## config.mk

```make
export PLATFORM = sky130hd
export DESIGN_NAME = radiometer_dicke_integrator_flat
export DESIGN_NICKNAME = d
export VERILOG_FILES = /design/src/rtl/radiometer_dicke_integrator_if.sv /design/src/rtl/radiometer_dicke_integrator.sv /design/src/flat_wrapper.sv
export SDC_FILE = /design/constraint.sdc
export NUM_CORES = 1
export LEC_CHECK = 0
export BUFFER_PORTS_ARGS = -buffer_cell sky130_fd_sc_hd__buf_4
export CAP_MARGIN = 25
export CORE_UTILIZATION = 40
export DETAILED_ROUTE_END_ITERATION = 8
export GPL_TIMING_DRIVEN = 0
export SLEW_MARGIN = 20
export SYNTH_ARGS = -nofsm -noshare
export SYNTH_HDL_FRONTEND = slang
export SYNTH_SLANG_ARGS = --single-unit
export TNS_END_PERCENT = 100
```

## constraint.sdc

```tcl
create_clock -name clk -period 8.6 [get_ports clk]
set_input_delay 1.29 -clock clk [delete_from_list [all_inputs] [get_ports clk]]
set_output_delay 1.29 -clock clk [all_outputs]
set_load 0.05 [all_outputs]
```

## src/rtl/radiometer_dicke_integrator_if.sv

```systemverilog
// Result-frame handshake bundle for the Dicke radiometer integrator.
// The integrator drives the frame (master); the consumer returns out_ready (slave).
`timescale 1ns/1ps
interface radiometer_dicke_integrator_if #(
    parameter int NUM_CH = 2,
    parameter int ACC_W  = 40,
    parameter int CNT_W  = 24
);
    logic                    out_valid;
    logic                    out_ready;
    logic [NUM_CH*ACC_W-1:0] out_diff;
    logic [CNT_W-1:0]        out_n_ant;
    logic [CNT_W-1:0]        out_n_ref;

    modport master (
        output out_valid,
        output out_diff,
        output out_n_ant,
        output out_n_ref,
        input  out_ready
    );

    modport slave (
        input  out_valid,
        input  out_diff,
        input  out_n_ant,
        input  out_n_ref,
        output out_ready
    );
endinterface

```

## src/rtl/radiometer_dicke_integrator.sv

```systemverilog
// Dicke switch generator with blanking and NUM_CH-channel synchronous demodulating
// integrator; one antenna-minus-reference frame per INT_PERIODS switch periods.
`timescale 1ns/1ps
module radiometer_dicke_integrator #(
    parameter int NUM_CH      = 2,
    parameter int SAMPLE_W    = 12,
    parameter int HALF_PERIOD = 50000,
    parameter int BLANK       = 500,
    parameter int INT_PERIODS = 16,
    parameter int ACC_W       = 40,
    parameter int CNT_W       = 24
) (
    input  logic                         clk,
    input  logic                         clr,
    input  logic                         enable,
    input  logic                         sample_valid,
    input  logic [NUM_CH*SAMPLE_W-1:0]   sample_data,
    output logic                         switch_pwm,
    output logic                         overrun,
    radiometer_dicke_integrator_if.master res
);

    localparam int HW = (HALF_PERIOD > 1) ? $clog2(HALF_PERIOD) : 1;
    localparam int PW = (INT_PERIODS > 1) ? $clog2(INT_PERIODS) : 1;
    localparam logic [HW-1:0] HALF_LAST   = HW'(HALF_PERIOD - 1);
    localparam logic [HW-1:0] BLANK_END   = HW'(BLANK);
    localparam logic [PW-1:0] PERIOD_LAST = PW'(INT_PERIODS - 1);

    typedef enum logic [1:0] {
        IDLE = 2'd0,
        ANT  = 2'd1,
        REF  = 2'd2
    } state_e;

    state_e                  state_q, state_d;
    logic [HW-1:0]           half_cnt_q, half_cnt_d;
    logic [PW-1:0]           period_cnt_q, period_cnt_d;
    logic                    pwm_q, pwm_d;
    logic                    frame_end;
    logic                    accept;
    logic                    clear_acc;

    logic signed [ACC_W-1:0] acc_q   [NUM_CH];
    logic signed [ACC_W-1:0] acc_sum [NUM_CH];
    logic signed [ACC_W-1:0] acc_d   [NUM_CH];
    logic [CNT_W-1:0]        n_ant_q, n_ant_sum, n_ant_d;
    logic [CNT_W-1:0]        n_ref_q, n_ref_sum, n_ref_d;

    logic                    out_valid_q, out_valid_d;
    logic                    overrun_q, overrun_d;
    logic [NUM_CH*ACC_W-1:0] out_diff_q, out_diff_d;
    logic [CNT_W-1:0]        out_n_ant_q, out_n_ant_d;
    logic [CNT_W-1:0]        out_n_ref_q, out_n_ref_d;

    function automatic logic signed [ACC_W-1:0] sext(input logic [SAMPLE_W-1:0] s);
        return {{(ACC_W-SAMPLE_W){s[SAMPLE_W-1]}}, s};
    endfunction

    // Switch sequencer: half-period counter, period counter, frame boundary.
    always_comb begin
        state_d      = state_q;
        half_cnt_d   = half_cnt_q;
        period_cnt_d = period_cnt_q;
        frame_end    = 1'b0;
        case (state_q)
            IDLE: begin
                half_cnt_d   = '0;
                period_cnt_d = '0;
                if (enable) state_d = ANT;
            end
            ANT: begin
                if (!enable) begin
                    state_d      = IDLE;
                    half_cnt_d   = '0;
                    period_cnt_d = '0;
                end else if (half_cnt_q == HALF_LAST) begin
                    state_d    = REF;
                    half_cnt_d = '0;
                end else begin
                    half_cnt_d = half_cnt_q + HW'(1);
                end
            end
            REF: begin
                if (!enable) begin
                    state_d      = IDLE;
                    half_cnt_d   = '0;
                    period_cnt_d = '0;
                end else if (half_cnt_q == HALF_LAST) begin
                    state_d    = ANT;
                    half_cnt_d = '0;
                    if (period_cnt_q == PERIOD_LAST) begin
                        frame_end    = 1'b1;
                        period_cnt_d = '0;
                    end else begin
                        period_cnt_d = period_cnt_q + PW'(1);
                    end
                end else begin
                    half_cnt_d = half_cnt_q + HW'(1);
                end
            end
            default: state_d = IDLE;
        endcase
        pwm_d = (state_d == ANT);
    end

    assign accept    = sample_valid && (state_q != IDLE) && (half_cnt_q >= BLANK_END);
    // Frame end hands acc_sum to the output and restarts from zero with no dead cycle.
    assign clear_acc = frame_end || (state_d == IDLE);

    always_comb begin
        n_ant_sum = n_ant_q;
        n_ref_sum = n_ref_q;
        for (int c = 0; c < NUM_CH; c++) begin
            acc_sum[c] = acc_q[c];
        end
        if (accept) begin
            if (state_q == ANT) begin
                for (int c = 0; c < NUM_CH; c++) begin
                    acc_sum[c] = acc_q[c] + sext(sample_data[c*SAMPLE_W +: SAMPLE_W]);
                end
                n_ant_sum = n_ant_q + CNT_W'(1);
            end else begin
                for (int c = 0; c < NUM_CH; c++) begin
                    acc_sum[c] = acc_q[c] - sext(sample_data[c*SAMPLE_W +: SAMPLE_W]);
                end
                n_ref_sum = n_ref_q + CNT_W'(1);
            end
        end
        for (int c = 0; c < NUM_CH; c++) begin
            acc_d[c] = clear_acc ? '0 : acc_sum[c];
        end
        n_ant_d = clear_acc ? '0 : n_ant_sum;
        n_ref_d = clear_acc ? '0 : n_ref_sum;
    end

    // Result register and handshake; a same-cycle ready consumes the old frame.
    always_comb begin
        out_valid_d = out_valid_q;
        overrun_d   = overrun_q;
        out_diff_d  = out_diff_q;
        out_n_ant_d = out_n_ant_q;
        out_n_ref_d = out_n_ref_q;
        if (frame_end) begin
            out_valid_d = 1'b1;
            if (out_valid_q && !res.out_ready) overrun_d = 1'b1;
            for (int c = 0; c < NUM_CH; c++) begin
                out_diff_d[c*ACC_W +: ACC_W] = acc_sum[c];
            end
            out_n_ant_d = n_ant_sum;
            out_n_ref_d = n_ref_sum;
        end else if (out_valid_q && res.out_ready) begin
            out_valid_d = 1'b0;
        end
    end

    always_ff @(posedge clk or negedge clr) begin
        if (!clr) begin
            state_q      <= IDLE;
            half_cnt_q   <= '0;
            period_cnt_q <= '0;
            pwm_q        <= 1'b0;
            for (int c = 0; c < NUM_CH; c++) begin
                acc_q[c] <= '0;
            end
            n_ant_q      <= '0;
            n_ref_q      <= '0;
            out_valid_q  <= 1'b0;
            overrun_q    <= 1'b0;
            out_diff_q   <= '0;
            out_n_ant_q  <= '0;
            out_n_ref_q  <= '0;
        end else begin
            state_q      <= state_d;
            half_cnt_q   <= half_cnt_d;
            period_cnt_q <= period_cnt_d;
            pwm_q        <= pwm_d;
            for (int c = 0; c < NUM_CH; c++) begin
                acc_q[c] <= acc_d[c];
            end
            n_ant_q      <= n_ant_d;
            n_ref_q      <= n_ref_d;
            out_valid_q  <= out_valid_d;
            overrun_q    <= overrun_d;
            out_diff_q   <= out_diff_d;
            out_n_ant_q  <= out_n_ant_d;
            out_n_ref_q  <= out_n_ref_d;
        end
    end

    assign switch_pwm    = pwm_q;
    assign overrun       = overrun_q;
    assign res.out_valid = out_valid_q;
    assign res.out_diff  = out_diff_q;
    assign res.out_n_ant = out_n_ant_q;
    assign res.out_n_ref = out_n_ref_q;

endmodule

```

## src/flat_wrapper.sv

```systemverilog
// flat-port wrapper written by rule: the top's interface ports become plain ports
module radiometer_dicke_integrator_flat 
#(
    parameter int NUM_CH      = 2,
    parameter int SAMPLE_W    = 12,
    parameter int HALF_PERIOD = 50000,
    parameter int BLANK       = 500,
    parameter int INT_PERIODS = 16,
    parameter int ACC_W       = 40,
    parameter int CNT_W       = 24
)
  (clk, clr, enable, sample_valid, sample_data, switch_pwm, overrun, res_out_valid, res_out_diff, res_out_n_ant, res_out_n_ref, res_out_ready);
  radiometer_dicke_integrator_if #(.NUM_CH(NUM_CH), .ACC_W(ACC_W), .CNT_W(CNT_W)) res_i ();
  input  logic clk;
  input  logic clr;
  input  logic enable;
  input  logic sample_valid;
  input  logic [NUM_CH*SAMPLE_W-1:0] sample_data;
  output logic switch_pwm;
  output logic overrun;
  output wire logic [$bits(res_i.out_valid)-1:0] res_out_valid;
  output wire logic [$bits(res_i.out_diff)-1:0] res_out_diff;
  output wire logic [$bits(res_i.out_n_ant)-1:0] res_out_n_ant;
  output wire logic [$bits(res_i.out_n_ref)-1:0] res_out_n_ref;
  input wire logic [$bits(res_i.out_ready)-1:0] res_out_ready;
  assign res_out_valid = res_i.out_valid;
  assign res_out_diff = res_i.out_diff;
  assign res_out_n_ant = res_i.out_n_ant;
  assign res_out_n_ref = res_i.out_n_ref;
  assign res_i.out_ready = res_out_ready;
  radiometer_dicke_integrator #(.NUM_CH(NUM_CH), .SAMPLE_W(SAMPLE_W), .HALF_PERIOD(HALF_PERIOD), .BLANK(BLANK), .INT_PERIODS(INT_PERIODS), .ACC_W(ACC_W), .CNT_W(CNT_W)) u_core (.clk(clk), .clr(clr), .enable(enable), .sample_valid(sample_valid), .sample_data(sample_data), .switch_pwm(switch_pwm), .overrun(overrun), .res(res_i));
endmodule
```

**Word-level counts from Yosys, hierarchy flattened**

Index checks and enable logic that the tools add are counted.

- Bits in latches: 0
- Output and inout port bits: 131
- Memory bits (read-only): 0
- RAM bits: 0
- Memories kept: 0
- Logic and storage cells: 74
- Bits in registers: 281

- Multiplexer cells: 30
- Shift-type cells: 0
- Divide/modulo/power cells: 0
- Order comparisons: 1
- Reductions and logical operators: 15
- Equal/unequal tests: 7
- Bitwise operators: 0
- Multipliers: 0
- Add/subtract/negate cells: 8

Operator list:

| kind | count |
|---|---|
| $mux W80 | 2 |
| $mux W24 | 6 |
| $add A40 B12 Y40 | 2 |
| $mux W40 | 2 |
| $sub A40 B12 Y40 | 2 |
| $add A24 B1 Y24 const B | 2 |
| $mux W16 | 2 |
| $pmux W16 S2 | 1 |
| $add A16 B1 Y16 const B | 1 |
| $eq A16 B16 Y1 const B | 1 |
| $ge A16 B9 Y1 const B | 1 |
| $mux W4 | 4 |
| $pmux W4 S3 | 1 |
| $mux W2 | 5 |
| $mux W1 | 6 |
| $pmux W2 S3 | 1 |
| $reduce_bool A2 Y1 | 3 |
| $add A4 B1 Y4 const B | 1 |
| $eq A2 B1 Y1 const B | 2 |
| $eq A4 B4 Y1 const B | 1 |
| $logic_and A1 B1 Y1 | 4 |
| $logic_not A2 Y1 | 2 |
| $ne A3 B2 Y1 const B | 1 |
| $reduce_and A3 Y1 | 1 |
| 7 further kinds | 7 |

**Depth between registers and ports, before layout**

Gate-level depths: netlist of run 1.

- Depth in word-level cells: 7
- Depth in mapped cells: 20

**Worst setup path after synthesis of run 1**

OpenSTA, ideal clock, no wires.

- Path type: in2reg
- From: input port sample_data[12]
- To: register u_core.out_diff_q[72] (netlist: u_core.res.out_diff[72])
- Setup slack: 3.349 ns
- Stages: 19
- Library setup time: 0.077 ns
- Arrival time: 5.173 ns
- Cell sequence: inv_1 -> ha_1 -> nand2_1 -> nor3_1 -> nor3b_1 -> nand2_1 -> ha_1 -> a21oi_1 -> ha_1 -> buf_2 -> nand4_1 -> or3_1 -> o32ai_1 -> a31oi_1 -> a31oi_1 -> a2111oi_0 -> or4_1 -> and3_1 -> a21oi_1

- Word-level cells in the longest chain between the ends: 3
- Elaborated cells between the ends (all ways): 4
- Those cells by class: add/sub (2); mux (2)

RTL lines:

| element | line | text |
|---|---|---|
| start: declaration | flat_wrapper.sv:18 | `input logic [NUM_CH*SAMPLE_W-1:0] sample_data;` |
| $sub A40 B12 Y40 or $add A40 B12 Y40 (tied branches) | radiometer_dicke_integrator.sv:124, radiometer_dicke_integrator.sv:119 |  |
| $mux W80 (*) | radiometer_dicke_integrator.sv:117 | `if (state_q == ANT) begin` |
| $mux W80 (*) | radiometer_dicke_integrator.sv:116 | `if (accept) begin` |
| end signal: assignment | radiometer_dicke_integrator.sv:184 | `out_diff_q <= out_diff_d;` |
| end: declaration | radiometer_dicke_integrator.sv:51 | `logic [NUM_CH*ACC_W-1:0] out_diff_q, out_diff_d;` |

Mark *: on every way between the ends. The rest lies on a longest branch, timed or not.
A chain may end at the register's enable or synchronous reset.

**Worst setup path in the final report of run 1**

Ends and elaborated chain as after synthesis.

==> metrics, run 1 <==
status complete, no violations; Die X 210 um; CTS Buf Count 31; row count 75; I/O Buffers approximately 160; Lkg Pwr 9.66 nW; share of Yosys cell area claimed by the top area cell type 40.5%; clock sinks 281; CP cell instances buf_4 -> inv_1 -> ha_1 -> nand2_1 -> nor3_1 -> nor3b_1 -> nand2_1 -> ha_1 -> a21oi_1 -> ha_1 -> buf_2 -> nand4_1 -> or3_1 -> o32ai_1 -> a31oi_1 -> a31oi_1 -> a2111oi_0 -> o2111ai_1 -> and3_1 -> a21oi_1; maximum clock rate between 0.15 and 0.2 GHz; Clk pwr share 35.7%; hold crit path type reg2reg; Final setup viols 0; largest fanout on the critical path 10; Syn Nets roughly 2200; slew at the pin with the worst max-slew slack approximately 1100 ps; CP max stage delay 920 ps; hold_buf cts 0; clock root buffer clkbuf_16; cts repair resizes 0; sum of negative setup slack 0 ps; combinational cell fraction of total power 32.3%; DR WL/cell 19.7 um; synth top area cells dfrtp_1 (41%), ha_1 (8.0%), nor2_1 (5.7%), a21oi_1 (5.2%), nand2_1 (5.1%); worst endpoint required time 9130 ps; overall power approximately 4.2 mW; post-CTS setup buffer count 0; worst slack, placed between 1500 and 2000 ps; Worst path top cell family by delay compound AO/OA/AOI/OAI gates; ys async rst share 100%; DP Area 19400 sq um; Int Pwr 2.64 mW; Syn-to-layout area delta 18.3%; CTS tree done; initial drt markers 1035; Max Root-Sink Buffers 3; post-synthesis simple-gate area fraction 19.3%; Syn Inst Count about 2000; # DRC 0; Buf+Inv Stages, Crit Path 3; H-Tree Level Count 1; wirelength, routed approximately 55000 um; Clock Skew 19.9 ps; # diodes 0; synth warn 0; layout cells sized above 1 roughly 12%; Yosys top cell by area dfrtp_1; clk_lat worst skew 610 ps; via density per instance 5.53; filler cell count 4187; synthesized flop and latch total 281; CP Capture Type flop; # IOs 160; Post-Synth Adder-Cell Area 8.23%; sequential area share after synthesis about two fifths; global-route wire length before repair slightly below 90000 um; total track usage 25.2%; EDFF count, synth 0; kind of critical path in2reg; Final #Nets ~2400; GR Overflow Total 0; antenna violations before repair 1; post-route minimum period 6200 ps; Design Area, Final 20500 sq um; worst vdd ir 0.156 mV; Worst setup SP type input port; worst setup margin 2400 ps; HPWL after DPL 42400 um; Pre-antenna DRT Iters 5; Detail Route Antenna Nets 0; Mapped Area around 17000 sq um; top_reg_cell synth dfrtp_1; P_sw 1.53 mW; Max transition margin 27.4%; number of global-route vias before repair between 15000 and 20000; cell mode on critical path ha_1; crit path DAT 6730 ps; final RePlAce weighted congestion 0.952; mux contribution to synthesized area under 10%; Final Hold Vio Count 0; slowest CP cell nor3b_1; combinational family with the most area after synthesis simple AND/OR/NAND/NOR gates; power density cells just over 200 nW/um^2; Period Utilization, post-route 72.1%; XOR/XNOR share of the synthesized area slightly above 7%; largest net degree at the start of global routing 86; max-slew violations 0; vias 15600; Synth Area in Compound Gates 18.9%; die area 44200 sq um; post-synth cell types 77; clk slew on worst S/H paths approximately 60 ps; Switching Share between 30% and 40%; max cap viols 0; core footprint 42400 sq um; syn_area_per_cell 8.60 sq um; RSZ-0062 raised after global routing false; Die Ht 210 um; Initial Util 40.9%; Flop pwr share 32.0%
[routing by layer]
layer | GRT usage, % | part of all wire [%]
met1 | 35.7 | 47
met3 | 4.14 | 5.7
met5 | 0 | 0.031
met2 | 39.9 | 45
met4 | 6.85 | 2.8
[layout make-up]
class	instances	area [sq um]	share of cell area, %
clock inverters	14	241	1.18
plain buffers	95	378	1.84
multi-input cells	1581	9730	47.4
clock buffers	44	895	4.36
well taps	577	722	3.52
repair buffers	164	1300	6.33
inverters	62	233	1.13
flip-flops and latches	281	7030	34.3
[stage by stage]
stage                     hold slack (ps)  util [%]  cells
after floorplan                       437         -   2019
after global placement                463      45.4   2755
after detailed placement              460      45.7   2760
after CTS                             476      48.4   2818
after global routing                  501      48.4   2818
final                                 473      48.4   2818
[cell usage after synthesis, drive strengths merged, types with 6 or more instances]
cell type / number
a211o: 6
o21a: 16
or4: 6
nor2: 262
o31ai: 13
xnor2: 59
buf: 27
or2: 6
a31oi: 22
clkbuf: 68
or3: 11
a21o: 45
and3: 25
xor2: 82
nand2b: 9
nor4: 7
mux2: 7
dfrtp: 281
ha: 111
nor3b: 6
nand3: 55
a21oi: 180
o21ai: 175
o21bai: 16
nand2: 238
mux2i: 35
nor2b: 10
inv: 62
a211oi: 9
and2: 15
nor3: 41
o211ai: 7
nand4: 34
[logic make-up (layout without fill, tap and decap cells)]
| group | after synthesis | count (layout) |
|---|---|---|
| muxes | 42 | 42 |
| buffers and inverters | 157 | 379 |
| and+or+nand+nor | 741 | 741 |
| DFF | 281 | 281 |
| xor gates and xnor gates | 141 | 141 |
| AOI/OAI and AO/OA | 544 | 544 |
| adders and majority gates | 113 | 113 |
[path summary, 6_finish.rpt]
| kind | startpoint | endpoint | slack (ps) | cells after the start |
|---|---|---|---|---|
| min reg2reg | u_core.period_cnt_q[3] | u_core.period_cnt_q[3] | 470 | 1 |
| min in group asynchronous | clr | u_core.res.out_diff[1] | 620 | 1 |
| max reg2reg | u_core.state_q[1] | u_core.acc_q[79] | 2460 | 17 |
| max in group asynchronous | clr | u_core.res.out_diff[67] | 6790 | 3 |
| max | sample_data[12] | u_core.res.out_diff[72] | 2400 | 20 |
| min | u_core.period_cnt_q[3] | u_core.period_cnt_q[3] | 470 | 1 |
[power by group through the flow]
| stage | registers, mW | logic (mW) | clock network [mW] |
|---|---|---|---|
| 5_1_grt | 1.34 | 1.49 | 1.57 |
| 2_1_floorplan | 1.37 | 0.930 | 0 |
| 3_3_place_gp | 1.36 | 1.32 | 0 |
| 3_5_place_dp | 1.36 | 1.34 | 0 |
| 4_1_cts | 1.34 | 1.34 | 1.52 |
| 6_report | 1.34 | 1.35 | 1.49 |
[layout by cell type, fill, tap and decap left out, types with 7 or more instances in the layout]
master,instances
nand3_1,55
clkbuf_1,74
mux2_2,7
and3_1,25
a21o_1,45
or3_1,10
inv_1,62
nor2b_1,10
clkbuf_16,31
o31ai_1,13
o21a_1,16
mux2i_1,35
ha_1,111
buf_4,161
nand4_1,34
nor2_1,262
o21bai_1,16
xor2_1,82
nor3_1,39
clkbuf_8,7
dfrtp_1,281
buf_2,14
buf_1,12
o21ai_0,167
nand2b_1,9
a31oi_1,22
a21oi_1,180
xnor2_1,59
and2_1,14
nand2_1,236
a211oi_1,8
o211ai_1,7
[state kept, by name, indices dropped and copies added, names as in the netlist]
signal	flops
u_core.acc_q	80
u_core.res.out_diff	80
u_core.n_ant_q	24
u_core.n_ref_q	24
u_core.res.out_n_ant	24
u_core.res.out_n_ref	24
u_core.half_cnt_q	16
u_core.period_cnt_q	4
u_core.state_q	2
u_core.overrun	1
u_core.res.out_valid	1
u_core.switch_pwm	1
(Power assumes the default switching activity.)
==> inputs of run 2 (changes only) <==
- ABC_AREA: default -> 1
- clock period: 8.6 -> 6 ns (I/O delays scaled with it)
==> metrics, run 2 <==
status complete, no violations; Mapped Area 19200 sq um (+11%); max-slew violations 0 (unchanged); clock sinks 281 (unchanged); Detail Route Antenna Nets 0 (unchanged); synth warn 0 (unchanged); Pre-antenna DRT Iters 5 (unchanged); DP Cell Count 3602 (+31%); Period Utilization, post-route 83.5%; worst vdd ir 0.161 mV (+3.1%); DR WL/cell 17.4 um (-12%); worst endpoint required time 6450 ps (-2680 ps); RSZ-0062 raised after global routing false; Worst setup SP type flop; Syn Nets 2976 (+38%); row count 79 (+5.3%); largest fanout on the critical path 10 (unchanged); post-CTS setup buffer count 0 (unchanged); Reg2Reg Depth 18 (+1); Final setup viols 0 (unchanged); wirelength, routed 63700 um (+15%); GR Overflow Total 0 (unchanged); global-route wire length before repair 100000 um (+15%); Initial Util 40.9% (about the same); sum of negative setup slack 0 ps (unchanged); CP max stage delay 860 ps (-60 ps); CTS Buf Count 36 (+16%); largest net degree at the start of global routing 98 (+14%); worst setup margin 988 ps (-1410 ps); Int Pwr 3.74 mW (+42%); syn_area_per_cell 6.78 sq um (-21%); clock root buffer clkbuf_16; Clk pwr share 34.2% (-1.5 points); hold_buf cts 0 (unchanged); hold crit path type in2async; Yosys top cell by area dfrtp_1; slew at the pin with the worst max-slew slack 1060 ps (-29.0 ps); WHS 269 ps (-204 ps); most numerous cell in the Yosys netlist nand2_1; Max Root-Sink Buffers 3 (unchanged); sequential area share after synthesis 36.6% (-3.9 points); total track usage 26.2% (+0.99 points); post-route minimum period 5010 ps; power density cells 278 nW/um^2 (+37%); share of Yosys cell area claimed by the top area cell type 36.6% (-3.9 points); H-Tree Level Count 2 (+1); slowest CP cell buf_1; top_reg_cell synth dfrtp_1; cts repair resizes 0 (unchanged); crit path DAT 5470 ps (-1260 ps); worst slack, placed 670 ps (-1270 ps); # IOs 160 (unchanged); Syn Inst Count 2834 (+40%); synthesized flop and latch total 281 (unchanged); most frequent cells in the layout nand2_1 (912), inv_1 (379), nor2_1 (353); DP Area 21200 sq um (+9.5%); Lkg Pwr 12.1 nW (+25%); P_sw 2.49 mW (+62%); clk_lat worst skew 580 ps (-30 ps); Final #Nets 3175 (+35%); Worst R2R Start u_core.state_q[1]; kind of critical path reg2reg; vias 18400 (+18%); via density per instance 5.03 (-9.0%); # diodes 0 (unchanged); most common cell after layout, fill and taps aside nand2_1; antenna violations before repair 1 (unchanged); Flop pwr share 30.9% (-1.1 points); Final Util 47.7% (-0.69 points); post-synth cell types 50 (-35%); Final Hold Vio Count 0 (unchanged); Clock Skew 23.0 ps (+3.07 ps); ys async rst share 100% (unchanged); synth cell count leaders nand2_1 (912), inv_1 (379), nor2_1 (353); synth top area cells dfrtp_1 (37%), nand2_1 (18%), inv_1 (7.4%), ha_1 (7.2%), nor2_1 (6.9%); number of global-route vias before repair 17800 (+17%); EDFF count, synth 0 (unchanged); filler cell count 4800 (+15%); CP Capture Type flop; Die X 221 um (+5.1%); clk slew on worst S/H paths 60 ps (about the same); Syn-to-layout area delta 16.6%; initial drt markers 1257 (+21%); overall power 6.23 mW (+49%); fin cells 3664 (+30%); final RePlAce weighted congestion 0.956 (+0.36%); FF-to-FF End u_core.res.out_diff[32]; Die Ht 221 um (+5.1%); die area 48900 sq um (+11%); HPWL after DPL 50800 um (+20%); maximum clock rate 0.200 GHz; Max transition margin 28.9% (+1.5 points); layout cells sized above 1 10.1% (-1.5 points); I/O Buffers 158 (-0.63%); max cap viols 0 (unchanged); CP cell instances inv_1 -> ha_1 -> buf_4 -> clkbuf_1 -> buf_1 -> buf_1 -> nor2_1 -> nor2_1 -> ha_1 -> a21oi_1 -> o21ai_0 -> a21o_1 -> nor2_1 -> nand2_1 -> nand2_1 -> nand3_1 -> nand3_1 -> nand2_1; combinational cell fraction of total power 35.0% (+2.7 points); CTS tree done; Design Area, Final 22400 sq um (+9.1%); register-to-register path setup slack 990 ps (-1470 ps); Switching Share 39.9% (+3.2 points); core footprint 47000 sq um (+11%); # DRC 0 (unchanged)
## run 2: cell count changes after synthesis, sizes merged, moves of 37 or more
cell and change:
a21o -41, a21oi -92, nor2 +97, nand2 +682
inv +322, clkbuf -37, nand3 +142
## run 2: kinds of logic (layout without fill, tap and decap cells)
kind of cell,count (synthesis),after routing,share of synthesized area [%]
buf+inv,457,680,9.35
mux,4,4,0.208
compound gates,303,303,8.38
simple gates,1594,1594,34.3
xor+xnor,82,82,3.74
flops,281,281,36.6
fa+ha+maj,113,113,7.44
## run 2: power groups by stage
| stage | registers (mW) | logic, mW | clock network [mW] |
|---|---|---|---|
| floorplan | 1.97 | 1.47 | 0 |
| global placement | 1.95 | 2.15 | 0 |
| detailed placement | 1.96 | 2.18 | 0 |
| CTS | 1.92 | 2.18 | 2.18 |
| global route | 1.92 | 2.46 | 2.25 |
| finish | 1.92 | 2.18 | 2.13 |
## run 2: worst max-delay path: cells and delay by family (launching register included)
kind	cells	cell delay (ps)
buf+inv	5	2440
simple gates	8	910
compound gates	3	640
fa+ha+maj	2	480
flops	1	420
## run 2: per-layer routing
metal  wire [um]  vias to the layer above  GRT usage (%)
li1            -                     9292              -
met1       30100                     8602           36.7
met2       28600                      463           41.9
met3        3320                       89           3.44
met4        1760                        0           8.23
met5           0                        -              0
## run 2: worst max path at each step
stage                      startpoint  slack [ps]                      end
floorplan             sample_data[13]        2120  u_core.res.out_diff[76]
global placement      sample_data[13]         710  u_core.res.out_diff[77]
detailed placement    sample_data[13]         670  u_core.res.out_diff[77]
CTS                 u_core.state_q[1]        1100  u_core.res.out_diff[32]
global route          sample_data[13]         740  u_core.res.out_diff[77]
finish              u_core.state_q[1]         990  u_core.res.out_diff[32]
## run 2: area by class of cell
type | count | area [sq um] | share of cell area (%)
Buffer | 72 | 348 | 1.55
Clock buffer | 47 | 982 | 4.38
Clock inverter | 15 | 175 | 0.782
Inverter | 385 | 1450 | 6.46
Multi-Input combinational cell | 2096 | 10400 | 46.3
Sequential cell | 281 | 7030 | 31.4
Tap cell | 607 | 759 | 3.39
Timing Repair Buffer | 161 | 1280 | 5.70
==> inputs of run 3 (changes only) <==
- clock period: 6 -> 4.41 ns (I/O delays scaled with it)
==> metrics, run 3 (synthesis results as in run 2) <==
Final Hold Vio Count 0 (unchanged); slowest CP cell nor3_4; maximum clock rate 0.241 GHz; DR WL/cell 17.4 um (-0.12%); CP Capture Type flop; worst slack, placed -682 ps (-1350 ps); # DRC 0 (unchanged); most frequent cells in the layout nand2_1 (912), inv_1 (378), nor2_1 (349); Switching Share 39.9% (about the same); GR Overflow Total 0 (unchanged); cell mode on critical path nand3_1; layout cells sized above 1 10.8% (+0.68 points); Max transition margin 43.5% (+15 points); overall power 8.52 mW (+37%); final RePlAce weighted congestion 0.956 (unchanged); antenna violations before repair 1 (unchanged); combinational cell fraction of total power 35.3% (+0.3 points); die area 48900 sq um (unchanged); max-slew violations 0 (unchanged); post-route minimum period 4140 ps; crit path DAT 4600 ps (-870 ps); H-Tree Level Count 2 (unchanged); wirelength, routed 63700 um (about the same); Worst setup SP type input port; DP Area 21200 sq um (unchanged); Lkg Pwr 12.1 nW (+0.33%); power density cells 379 nW/um^2 (+36%); Final #Nets 3177 (+0.063%); vias 18500 (+0.070%); clock root buffer clkbuf_16; most common cell after layout, fill and taps aside nand2_1; Design Area, Final 22500 sq um (+0.41%); Initial Util 40.9% (unchanged); clk_lat worst skew 580 ps (about the same); row count 79 (unchanged); CP max stage delay 420 ps (-440 ps); CTS Buf Count 36 (unchanged); clk slew on worst S/H paths 60 ps (about the same); Int Pwr 5.12 mW (+37%); P_sw 3.40 mW (+37%); Syn-to-layout area delta 17.1%; # diodes 0 (unchanged); # IOs 160 (unchanged); initial drt markers 1287 (+2.4%); CTS tree done; core footprint 47000 sq um (unchanged); hold crit path type in2async; Clock Skew 24.0 ps (+0.998 ps); Final setup viols 0 (unchanged); clock sinks 281 (unchanged); number of global-route vias before repair 17800 (+0.011%); CP cell instances buf_4 -> nor3_1 -> nand3_1 -> nor3_4 -> nand2_1 -> ha_1 -> inv_1 -> o21ai_1 -> inv_1 -> ha_1 -> nand2_1 -> nor2_1 -> inv_1 -> nor2_1 -> nand4_1 -> nand3_1 -> nand2_1 -> nand3_1 -> nand3_1 -> nand3_1 -> nand2_1; largest net degree at the start of global routing 98 (unchanged); global-route wire length before repair 100000 um (about the same); total track usage 26.2% (unchanged); Detail Route Antenna Nets 0 (unchanged); largest fanout on the critical path 9 (-1); RSZ-0062 raised after global routing false; kind of critical path in2reg; status complete, no violations; Flop pwr share 30.7% (-0.2 points); worst endpoint required time 4860 ps (-1590 ps); Clk pwr share 34.0% (-0.2 points); Max Root-Sink Buffers 3 (unchanged); worst vdd ir 0.216 mV (+35%); HPWL after DPL 50800 um (unchanged); worst setup margin 266 ps (-722 ps); Die Ht 221 um (unchanged); hold_buf cts 0 (unchanged); max cap viols 0 (unchanged); I/O Buffers 158 (unchanged); Period Utilization, post-route 94.0%; slew at the pin with the worst max-slew slack 848 ps (-210 ps); Die X 221 um (unchanged); via density per instance 5.04 (about the same); Pre-antenna DRT Iters 6 (+1)
## run 3: cell types whose count changed in the layout (fill, tap and decap cells not counted), moves of 2 or more
cell | previous run | this run
nor2_2 | 3 | 6
buf_4 | 161 | 163
clkbuf_2 | 1 | 5
nor3_1 | 39 | 36
nor3_2 | 2 | 4
buf_1 | 8 | 4
nor2_1 | 353 | 349
clkbuf_1 | 37 | 33
clkbuf_4 | 0 | 2
buf_2 | 25 | 27
## run 3: power by group through the flow
stage | Clock (mW) | Sequential, mW | Combinational [mW]
floorplan | 0 | 2.67 | 2.00
global placement | 0 | 2.66 | 2.92
detailed placement | 0 | 2.66 | 2.96
CTS | 2.97 | 2.62 | 2.98
global route | 3.06 | 2.62 | 3.39
finish | 2.90 | 2.62 | 3.01
## run 3: layout make-up
class,instances,area [sq um]
well taps,607,759
clock inverters,15,175
multi-input cells,2096,10400
plain buffers,72,363
fillers,4789,24500
flip-flops and latches,281,7030
inverters,385,1450
clock buffers,47,982
repair buffers,163,1290
## run 3: per-layer routing
metal | up-vias | routed length [um] | global-route usage (%)
met3 | 84 | 3150 | 3.44
met2 | 441 | 28700 | 41.9
li1 | 9300 | - | -
met4 | 0 | 1700 | 8.26
met1 | 8634 | 30200 | 36.7
met5 | - | 0 | 0
## run 3: final timing paths
| kind | from | to | slack [ps] | depth (start not counted) |
|---|---|---|---|---|
| max in group asynchronous | clr | u_core.acc_q[50] | 3330 | 3 |
| max reg2reg | u_core.state_q[1] | u_core.res.out_diff[21] | 280 | 20 |
| max | sample_data[0] | u_core.res.out_diff[28] | 270 | 21 |
| min | clr | u_core.res.out_diff[73] | 30 | 1 |
| min in group clk | res_out_ready | u_core.res.out_valid | 360 | 4 |
| min reg2reg | u_core.res.out_diff[33] | u_core.res.out_diff[33] | 480 | 2 |
## run 3: per-stage QoR
| stage | hold WS [ps] | TNS [ps] | utilization [%] | cells |
|---|---|---|---|---|
| final | 26.9 | 0 | 47.9 | 3666 |
| after CTS | 33.2 | 0 | 47.8 | 3664 |
| after floorplan | 366 | 0 | - | 2834 |
| after global routing | 57.3 | 0 | 47.9 | 3666 |
| after detailed placement | 468 | -48400 | 45.2 | 3602 |
| after global placement | 463 | -40790 | 45.1 | 3599 |
## run 3: critical path: cells and delay by family
kind            cells  cell delay (ps)
buf+inv             4              380
simple gates       14             2550
fa+ha+maj           2              680
compound gates      1              310
## run 3: repair_timing
action,in CTS,in global routing
buffers inserted,0,2
endpoints found under the setup margin,112,88
resized for setup,10,24
